===== src/rtl/bullet_engine_if.sv =====
// Bullet engine bus: battle/player side (master) and the bullet engine (slave).
interface bullet_engine_if;
    logic        start;
    logic [15:0] playerPos;
    logic [15:0] bulletPos;
    logic [2:0]  bulletColor;
    logic        hit;
    logic [7:0]  damage;
    logic        busy;
    logic        done;

    modport master (
        output start, playerPos,
        input  bulletPos, bulletColor, hit, damage, busy, done
    );

    modport slave (
        input  start, playerPos,
        output bulletPos, bulletColor, hit, damage, busy, done
    );
endinterface


===== src/rtl/bullet_engine.sv =====
// Enemy bullet wave generator for the dodge phase: spawn, fall, collide, retire.
// Optional BULLET_HOMING_EN: bullet x drifts one unit toward the player on every tick.
module bullet_engine #(
    parameter int TICK_DIV = 1_000_000,
    parameter int BULLETS  = 8,
    parameter int X_MIN    = 64,
    parameter int Y_MIN    = 32,
    parameter int Y_MAX    = 160,
    parameter int SPEED    = 2,
    parameter int HIT_R    = 6,
    parameter int DMG_BASE = 2
) (
    input  logic clk,
    input  logic reset,
    bullet_engine_if.slave bus
);

    localparam int TW = (TICK_DIV > 1) ? $clog2(TICK_DIV) : 1;

    typedef enum logic [2:0] {IDLE, SPAWN, MOVE, RETIRE, DONE} state_t;

    state_t        stateReg, stateNext;
    logic [15:0]   lfsrReg, lfsrNext;
    logic [7:0]    countReg, countNext;
    logic [TW-1:0] tickReg, tickNext;
    logic [7:0]    xReg, xNext;
    logic [7:0]    yReg, yNext;
    logic [2:0]    colorReg, colorNext;
    logic          hitReg, hitNext;
    logic [7:0]    damageReg, damageNext;
    logic          busyReg, busyNext;
    logic          doneReg, doneNext;

    logic [15:0] lfsrAdv;
    logic [2:0]  spawnColor;
    logic [8:0]  dx, dy, adx, ady;
    logic        collide;
    logic [7:0]  xStepped;

    assign lfsrAdv    = lfsrReg[0] ? ({1'b0, lfsrReg[15:1]} ^ 16'hB400) : {1'b0, lfsrReg[15:1]};
    assign spawnColor = (lfsrReg[10:8] == 3'd0) ? 3'd1 : lfsrReg[10:8];

    // 9-bit differences so a bullet near 0 never aliases a player near 255
    assign dx      = {1'b0, xReg} - {1'b0, bus.playerPos[15:8]};
    assign dy      = {1'b0, yReg} - {1'b0, bus.playerPos[7:0]};
    assign adx     = dx[8] ? -dx : dx;
    assign ady     = dy[8] ? -dy : dy;
    assign collide = (adx < 9'(HIT_R)) && (ady < 9'(HIT_R));

`ifdef BULLET_HOMING_EN
    always_comb begin
        xStepped = xReg;
        if (xReg > bus.playerPos[15:8])
            xStepped = xReg - 8'd1;
        else if (xReg < bus.playerPos[15:8])
            xStepped = xReg + 8'd1;
    end
`else
    assign xStepped = xReg;
`endif

    always_comb begin
        stateNext  = stateReg;
        lfsrNext   = lfsrReg;
        countNext  = countReg;
        tickNext   = tickReg;
        xNext      = xReg;
        yNext      = yReg;
        colorNext  = colorReg;
        hitNext    = 1'b0;
        damageNext = 8'd0;
        busyNext   = busyReg;
        doneNext   = 1'b0;

        case (stateReg)
            IDLE: begin
                if (bus.start) begin
                    stateNext = SPAWN;
                    busyNext  = 1'b1;
                end
            end
            SPAWN: begin
                xNext     = 8'(X_MIN) + {1'b0, lfsrReg[6:0]};
                yNext     = 8'(Y_MIN);
                colorNext = spawnColor;
                countNext = countReg + 8'd1;
                lfsrNext  = lfsrAdv;
                tickNext  = '0;
                stateNext = MOVE;
            end
            MOVE: begin
                // hit outranks the bottom check so a simultaneous case reports once
                if (collide) begin
                    hitNext    = 1'b1;
                    damageNext = 8'(DMG_BASE) + {5'd0, colorReg};
                    stateNext  = RETIRE;
                end else if (yReg >= 8'(Y_MAX)) begin
                    stateNext = RETIRE;
                end else if (tickReg == TW'(TICK_DIV - 1)) begin
                    tickNext = '0;
                    yNext    = yReg + 8'(SPEED);
                    xNext    = xStepped;
                end else begin
                    tickNext = tickReg + TW'(1);
                end
            end
            RETIRE: begin
                colorNext = 3'd0;
                stateNext = (countReg < 8'(BULLETS)) ? SPAWN : DONE;
            end
            DONE: begin
                doneNext  = 1'b1;
                busyNext  = 1'b0;
                countNext = 8'd0;
                stateNext = IDLE;
            end
            default: stateNext = IDLE;
        endcase
    end

    always_ff @(posedge clk or negedge reset) begin
        if (!reset) begin
            stateReg  <= IDLE;
            lfsrReg   <= 16'hACE1;
            countReg  <= 8'd0;
            tickReg   <= '0;
            xReg      <= 8'd0;
            yReg      <= 8'd0;
            colorReg  <= 3'd0;
            hitReg    <= 1'b0;
            damageReg <= 8'd0;
            busyReg   <= 1'b0;
            doneReg   <= 1'b0;
        end else begin
            stateReg  <= stateNext;
            lfsrReg   <= lfsrNext;
            countReg  <= countNext;
            tickReg   <= tickNext;
            xReg      <= xNext;
            yReg      <= yNext;
            colorReg  <= colorNext;
            hitReg    <= hitNext;
            damageReg <= damageNext;
            busyReg   <= busyNext;
            doneReg   <= doneNext;
        end
    end

    assign bus.bulletPos   = {xReg, yReg};
    assign bus.bulletColor = colorReg;
    assign bus.hit         = hitReg;
    assign bus.damage      = damageReg;
    assign bus.busy        = busyReg;
    assign bus.done        = doneReg;

endmodule


===== src/flat_wrapper.sv =====
// flat-port wrapper written by rule: the top's interface ports become plain ports
module bullet_engine_flat 
#(
    parameter int TICK_DIV = 1_000_000,
    parameter int BULLETS  = 8,
    parameter int X_MIN    = 64,
    parameter int Y_MIN    = 32,
    parameter int Y_MAX    = 160,
    parameter int SPEED    = 2,
    parameter int HIT_R    = 6,
    parameter int DMG_BASE = 2
)
  (clk, reset, bus_start, bus_playerPos, bus_bulletPos, bus_bulletColor, bus_hit, bus_damage, bus_busy, bus_done);
  bullet_engine_if bus_i ();
  input  logic clk;
  input  logic reset;
  input wire logic [$bits(bus_i.start)-1:0] bus_start;
  input wire logic [$bits(bus_i.playerPos)-1:0] bus_playerPos;
  output wire logic [$bits(bus_i.bulletPos)-1:0] bus_bulletPos;
  output wire logic [$bits(bus_i.bulletColor)-1:0] bus_bulletColor;
  output wire logic [$bits(bus_i.hit)-1:0] bus_hit;
  output wire logic [$bits(bus_i.damage)-1:0] bus_damage;
  output wire logic [$bits(bus_i.busy)-1:0] bus_busy;
  output wire logic [$bits(bus_i.done)-1:0] bus_done;
  assign bus_i.start = bus_start;
  assign bus_i.playerPos = bus_playerPos;
  assign bus_bulletPos = bus_i.bulletPos;
  assign bus_bulletColor = bus_i.bulletColor;
  assign bus_hit = bus_i.hit;
  assign bus_damage = bus_i.damage;
  assign bus_busy = bus_i.busy;
  assign bus_done = bus_i.done;
  bullet_engine #(.TICK_DIV(TICK_DIV), .BULLETS(BULLETS), .X_MIN(X_MIN), .Y_MIN(Y_MIN), .Y_MAX(Y_MAX), .SPEED(SPEED), .HIT_R(HIT_R), .DMG_BASE(DMG_BASE)) u_core (.clk(clk), .reset(reset), .bus(bus_i));
endmodule

===== config.mk =====
export PLATFORM = sky130hd
export DESIGN_NAME = bullet_engine_flat
export DESIGN_NICKNAME = d
export VERILOG_FILES = /design/src/rtl/bullet_engine_if.sv /design/src/rtl/bullet_engine.sv /design/src/flat_wrapper.sv
export SDC_FILE = /design/constraint.sdc
export NUM_CORES = 1
export LEC_CHECK = 0
export CORE_UTILIZATION = 46
export CTS_CLUSTER_DIAMETER = 100
export DETAILED_ROUTE_END_ITERATION = 8
export GPL_ROUTABILITY_DRIVEN = 0
export GPL_TIMING_DRIVEN = 1
export PLACE_DENSITY_LB_ADDON = 0.25
export REMOVE_ABC_BUFFERS = 1
export SLEW_MARGIN = 10
export SYNTH_ARGS = -nofsm -noshare
export SYNTH_HDL_FRONTEND = slang
export SYNTH_SLANG_ARGS = --single-unit
export TNS_END_PERCENT = 5

===== constraint.sdc =====
create_clock -name clk -period 3.3 [get_ports clk]
set_clock_uncertainty 0.15 [all_clocks]
set_input_delay 0.66 -clock clk [delete_from_list [all_inputs] [get_ports clk]]
set_output_delay 0.66 -clock clk [all_outputs]
set_load 0.03 [all_outputs]

# Word level (Yosys, flattened, before mapping)
# Index checks and enable logic that the tools add are counted.
# totals
ff_bits	77
in_bits	19
out_inout_bits	30
wordCells	72
# classes
addsub	9
n_lt_le_gt_ge	4
n_eq_ne	10
mux	26
bitwise_logic	1
n_reduce_logical	11
# op_table
op	count
20-bit two-way mux	3
8-bit two-way mux	5
20-bit case mux with 2 select lines	1
8-bit case mux with 2 select lines	2
20-bit by 1-bit adder with 20-bit output, second input constant	1
20-bit == test, second input constant	1
9-bit by 3-bit < comparator with 1-bit output, second input constant	2
9-bit two-way mux	2
9-bit negator	2
8-bit by 8-bit subtractor with 9-bit output	2
16-bit two-way mux	1
3-bit two-way mux	5
3-bit case mux with 4 select lines	1
7-bit by 7-bit adder with 8-bit output, first input constant	1
8-bit by 1-bit adder with 8-bit output, second input constant	1
8-bit by 2-bit adder with 8-bit output, second input constant	1
8-bit greater-or-equal comparator, second input constant	1
8-bit by 4-bit < comparator with 1-bit output, second input constant	1
2-bit nonzero test	4
3-bit by 2-bit == test with 1-bit output, second input constant	2
3-bit zero test	2
2-bit != test, second input constant	3
3-bit case mux with 2 select lines	1
2-bit by 3-bit adder with 4-bit output, first input constant	1
other kinds (11)	15

# Depth between registers and ports, before layout
# depth
depth_word	7
depth_mapped	16
depth_no_buf	14

# Worst setup path before layout
# No wires, ideal clock.
# synth_timing
path_type	input to register
startpoint	input bus_playerPos[4]
endpoint	register u_core.yReg[1]
setup_time_ns	0.125
arrival_ns	3.538
t_required_ns	3.025
path_slack_ns	-0.513
stages	13
n_path_buf	1
cell_sequence	inv_1 ha_1 buf_6 a21o_1 a31o_1 or3_4 a211o_1 o31ai_4 o22ai_1 a2111o_1 o21ai_2 nand2b_1 mux2_2
# synth_via
elab_chain_cells	7
# synth_rtl
item	line	source
start, declared	flat_wrapper.sv:18	input wire logic [$bits(bus_i.playerPos)-1:0] bus_playerPos;
8-bit by 8-bit subtractor with 9-bit output *	bullet_engine.sv:45	assign dy = {1'b0, yReg} - {1'b0, bus.playerPos[7:0]};
9-bit negator	bullet_engine.sv:47	assign ady = dy[8] ? -dy : dy;
9-bit two-way mux *	bullet_engine.sv:47	
9-bit by 3-bit < comparator with 1-bit output *	bullet_engine.sv:48	assign collide = (adx < 9'(HIT_R)) && (ady < 9'(HIT_R));
1-bit logical AND *	bullet_engine.sv:48	
2-bit != test (no line) *	-	
4-bit AND reduction (no line) *	-	
end signal, assigned	bullet_engine.sv:140	yReg <= yNext;
end, declared	bullet_engine.sv:27	logic [7:0] yReg, yNext;
# Every way passes the cells marked *; elsewhere a longest branch is shown, timed or not.
# A chain may end at the register's enable or synchronous reset.

# Worst setup path in the final report
# layout_timing
startpoint	input bus_playerPos[12]
endpoint	register u_core.yReg[1]
# layout_via
elab_chain_cells	7
# layout_rtl
item	line	source
8-bit by 8-bit subtractor with 9-bit output *	bullet_engine.sv:44	assign dx = {1'b0, xReg} - {1'b0, bus.playerPos[15:8]};
9-bit negator	bullet_engine.sv:46	assign adx = dx[8] ? -dx : dx;
9-bit two-way mux *	bullet_engine.sv:46	
9-bit by 3-bit < comparator with 1-bit output *	bullet_engine.sv:48	
1-bit logical AND *	bullet_engine.sv:48	
2-bit != test (no line) *	-	
4-bit AND reduction (no line) *	-	
# Marked as above.

==> metrics.txt <==
outcome finished with violations; violated checks setup timing; time the worst path needs with I/O delays and setup roughly 3500 ps; vias in the first global route 3891; slowest cell on the critical path or4_4; CTS Buffer Depth 2; sequential power share 30.1%; final non-filler cell total 751; Tot GR Track Use a little under a quarter; Netlist cell types 62; Post-synth ARST share 100.0%; # IOs 49; peak supply drop 0.2609 mV; Fmax 283.8 MHz; worst r2r dst u_core.yReg[1]$_DFFE_PN0P_; H-Tree Depth 3; Switch Pwr 1.330 mW; drt pass-1 iters 5; Crit Path Max Fanout 5; Crit. End Element register; die area 9834 µm²; CP arrival 3610 ps; critical path type in2reg; number of synthesized flops with an enable pin 0; Initial Util 47.22%; Pwr Density 546.0 nW/µm²; Overall Power 3.305 mW; RSZ-0062 raised after global routing true; Skew-Pair Late Insertion Delay about 350 ps; hold crit path type in2async; measured slew at the worst slew-check pin 885.9 ps; DP Area 5379 µm²; vias per inst 5.566; worst path bufs/invs 2; Root Buffer clkbuf_8; Rel. slew slack between 40% and 50%; number of I/O port buffers 43; Static Leak 2.821 nW; Core Rows 35; Vias 4180; fillers 728; TritonCTS clock tree yes; first-pass GRT wire length between 15000 and 20000 µm; final net count 678; crit start category input port; Area Growth Syn to Fin 39.38%; fin util 65.82%; PnR worst setup slack -224.2 ps; total routed wirelength 11250 µm; Routed WL per cell about 15 µm; max-cap viol count 0; initial antenna violation count 0; met1 Use GR 31.05%; Slew Limit Fails 0; post-route ant nets 0; final setup violation count 29; cell count after synthesis slightly above 500; crit path cell chain clkdlybuf4s50_1 > inv_1 > ha_1 > nand3_1 > nand3_2 > a31o_4 > or4_4 > a31oi_4 > nand4_1 > o21ai_4 > nand2b_4 > mux2_4; yosys warns 0; placed insts between 700 and 800; largest net degree at the start of global routing 36; worst reg2reg path depth 14; most used routing layer met2; Clock power frac 19.5%; Cell Int Power between 1.5 and 2 mW; # DRC 0; Sw Ratio between 40% and 50%; Reg clk slew, reported paths 70 ps; core area roughly 9000 µm²; endpoints failing hold 0; r2r setup slk -220 ps; syn avg cell area 8.400 µm²; synthesized flop and latch total between 60 and 70; Top delay family on crit path simple AND/OR/NAND/NOR gates; Worst Path Required 3380 ps; DR iter-0 viols roughly 230; GR Overflow Total 0; Top FF cell, synth dfrtp_1; design area just over 6000 µm²; clock sinks 68; share of layout cells above drive strength 1 29.53%; sequential share of the synthesized area 39.41%; Fin Hold WS around 230 ps; Mapped Area 4343 µm²; Die Ht 99.17 µm; Logic pwr share 50.4%; M2 GR Usage 38.95%; TritonCTS buffer count 9; CP peak stage delay 560 ps; DP Wirelength 7706 µm; Die W 99.17 µm; met3 Track Usage GR 3.443%; FF-to-FF Start u_core.xReg[0]$_DFFE_PN0N_; period utilization 106.8%; Antenna Cells 0
-- what timing repair did --
| action | in CTS | in global routing |
|---|---|---|
| hold buffers | 0 | 0 |
| resized for setup | 95 | 33 |
| pin swaps | 36 | 20 |
| setup endpoints to repair | 33 | 33 |
| gates cloned | 0 | 0 |
| buffers inserted | 9 | 1 |
-- state kept, by name, summed over array words and instances (netlist names) --
signal and flops:
u_core.countReg 8, u_core.bus.busy 1, u_core.yReg 7, u_core.bus.damage 4
u_core.bus.done 1, u_core.xReg 8, u_core.bus.bulletColor 3, u_core.bus.hit 1
u_core.stateReg 3, u_core.tickReg 20, u_core.lfsrReg 12
-- worst reg2reg max path, cell delays in order (launching register included) --
cell      delay (ps)
dfrtp_1          380
inv_2             90
ha_4             140
inv_2             30
fa_2             330
a21o_1           190
nand4_1          100
nand3_2          100
a31o_4           270
or4_4            560
a31oi_4          170
nand4_1          190
o21ai_4          250
nand2b_4         170
mux2_4           290
-- cells in the final DEF, fill, tap and decap left out, drive strengths merged, types with 12 or more instances in the layout --
master | Yosys | final
nand3 | 21 | 21
nand2 | 76 | 76
buf | 14 | 92
a21oi | 21 | 21
nand2b | 16 | 16
and3 | 17 | 17
ha | 22 | 22
inv | 27 | 27
nor2 | 46 | 46
o21ai | 59 | 59
dfrtp | 60 | 60
clkbuf | 15 | 12
clkdlybuf4s50 | 0 | 32
-- worst max-delay path by stage --
| stage | startpoint | to | cells after the start |
|---|---|---|---|
| 2_1_floorplan | bus_playerPos[4] | u_core.tickReg[10]$_DFFE_PN0P_ | 12 |
| 5_1_grt | u_core.xReg[0]$_DFFE_PN0N_ | u_core.yReg[1]$_DFFE_PN0P_ | 14 |
| 3_3_place_gp | bus_playerPos[4] | u_core.yReg[1]$_DFFE_PN0P_ | 13 |
| 4_1_cts | u_core.xReg[0]$_DFFE_PN0N_ | u_core.yReg[1]$_DFFE_PN0P_ | 15 |
| 6_report | bus_playerPos[12] | u_core.yReg[1]$_DFFE_PN0P_ | 12 |
| 3_5_place_dp | bus_playerPos[0] | u_core.tickReg[19]$_DFFE_PN0P_ | 14 |
-- through the flow --
stage               setup slack (ps)  setup TNS (ps)
floorplan                     -965.5          -24660
global placement              -897.8          -26550
detailed placement            -944.2          -28120
CTS                           -190.5           -3448
global route                  -305.1           -7072
finish                        -224.2           -4421
-- layout make-up --
type / instances / area, µm² / share of cell area (%)
inverters: 27 / 101.3 / 1.674
well taps: 111 / 138.9 / 2.294
multi-input cells: 397 / 2784 / 45.99
clock inverters: 4 / 22.52 / 0.3721
repair buffers: 132 / 1130 / 18.66
flip-flops and latches: 68 / 1712 / 28.28
clock buffers: 12 / 165.2 / 2.728
-- synth_stat cells (2+ instances only) --
cell type | count | share of area [%]
nand4_1 | 11 | 1.6
or2_2 | 2 | 0.29
mux2_2 | 2 | 0.52
xor2_1 | 7 | 1.4
fa_1 | 2 | 0.92
a22o_1 | 2 | 0.40
o31ai_1 | 7 | 1.2
dfstp_2 | 8 | 4.8
nor2b_1 | 7 | 1.0
clkbuf_1 | 14 | 1.2
nor2_1 | 46 | 4.0
inv_1 | 27 | 2.3
or4_1 | 3 | 0.52
and3_1 | 17 | 2.4
o21a_1 | 2 | 0.35
buf_4 | 9 | 1.6
nand2b_1 | 16 | 2.3
dfrtp_1 | 60 | 35
xnor2_1 | 10 | 2.0
a21oi_1 | 21 | 2.4
nor3b_1 | 3 | 0.52
a31oi_1 | 6 | 0.86
or3_1 | 7 | 1.0
a21o_1 | 5 | 0.86
nand3_1 | 21 | 2.4
o41ai_1 | 2 | 0.40
o22ai_1 | 2 | 0.29
a211oi_1 | 4 | 0.69
nor3_1 | 3 | 0.35
buf_6 | 3 | 0.78
buf_2 | 2 | 0.23
nand2_1 | 76 | 6.6
nand4b_1 | 2 | 0.40
and2_1 | 2 | 0.29
ha_1 | 22 | 6.3
o21ai_0 | 58 | 6.7
-- kinds of logic (layout without fill, tap and decap cells) --
logic type / count (synthesis) / count (layout) / share of synthesized area, %
compound gates: 125 / 125 / 17.81
xor+xnor: 17 / 17 / 3.428
fa+ha+maj: 24 / 24 / 7.260
buf+inv: 56 / 175 / 6.223
flops: 68 / 68 / 39.41
mux: 3 / 3 / 0.7490
other cells: 1 / 5 / 0.08635
simple gates: 223 / 223 / 25.04
-- power by group through the flow --
| stage | Clock, mW | Combinational (mW) | Sequential [mW] |
|---|---|---|---|
| 2_1_floorplan | 0 | 0.696 | 1.05 |
| 3_3_place_gp | 0 | 1.33 | 1.00 |
| 3_5_place_dp | 0 | 1.36 | 1.00 |
| 4_1_cts | 0.657 | 1.54 | 0.992 |
| 5_1_grt | 0.689 | 1.80 | 1.01 |
| 6_report | 0.646 | 1.67 | 0.994 |
-- metal layers --
| layer | share of wire (%) | vias up |
|---|---|---|
| met1 | 47 | 2033 |
| met3 | 3.1 | 23 |
| met5 | 0 | - |
| met4 | 2.0 | 0 |
| met2 | 48 | 85 |
| li1 | - | 2039 |
Power figures use the tool's default switching activity.
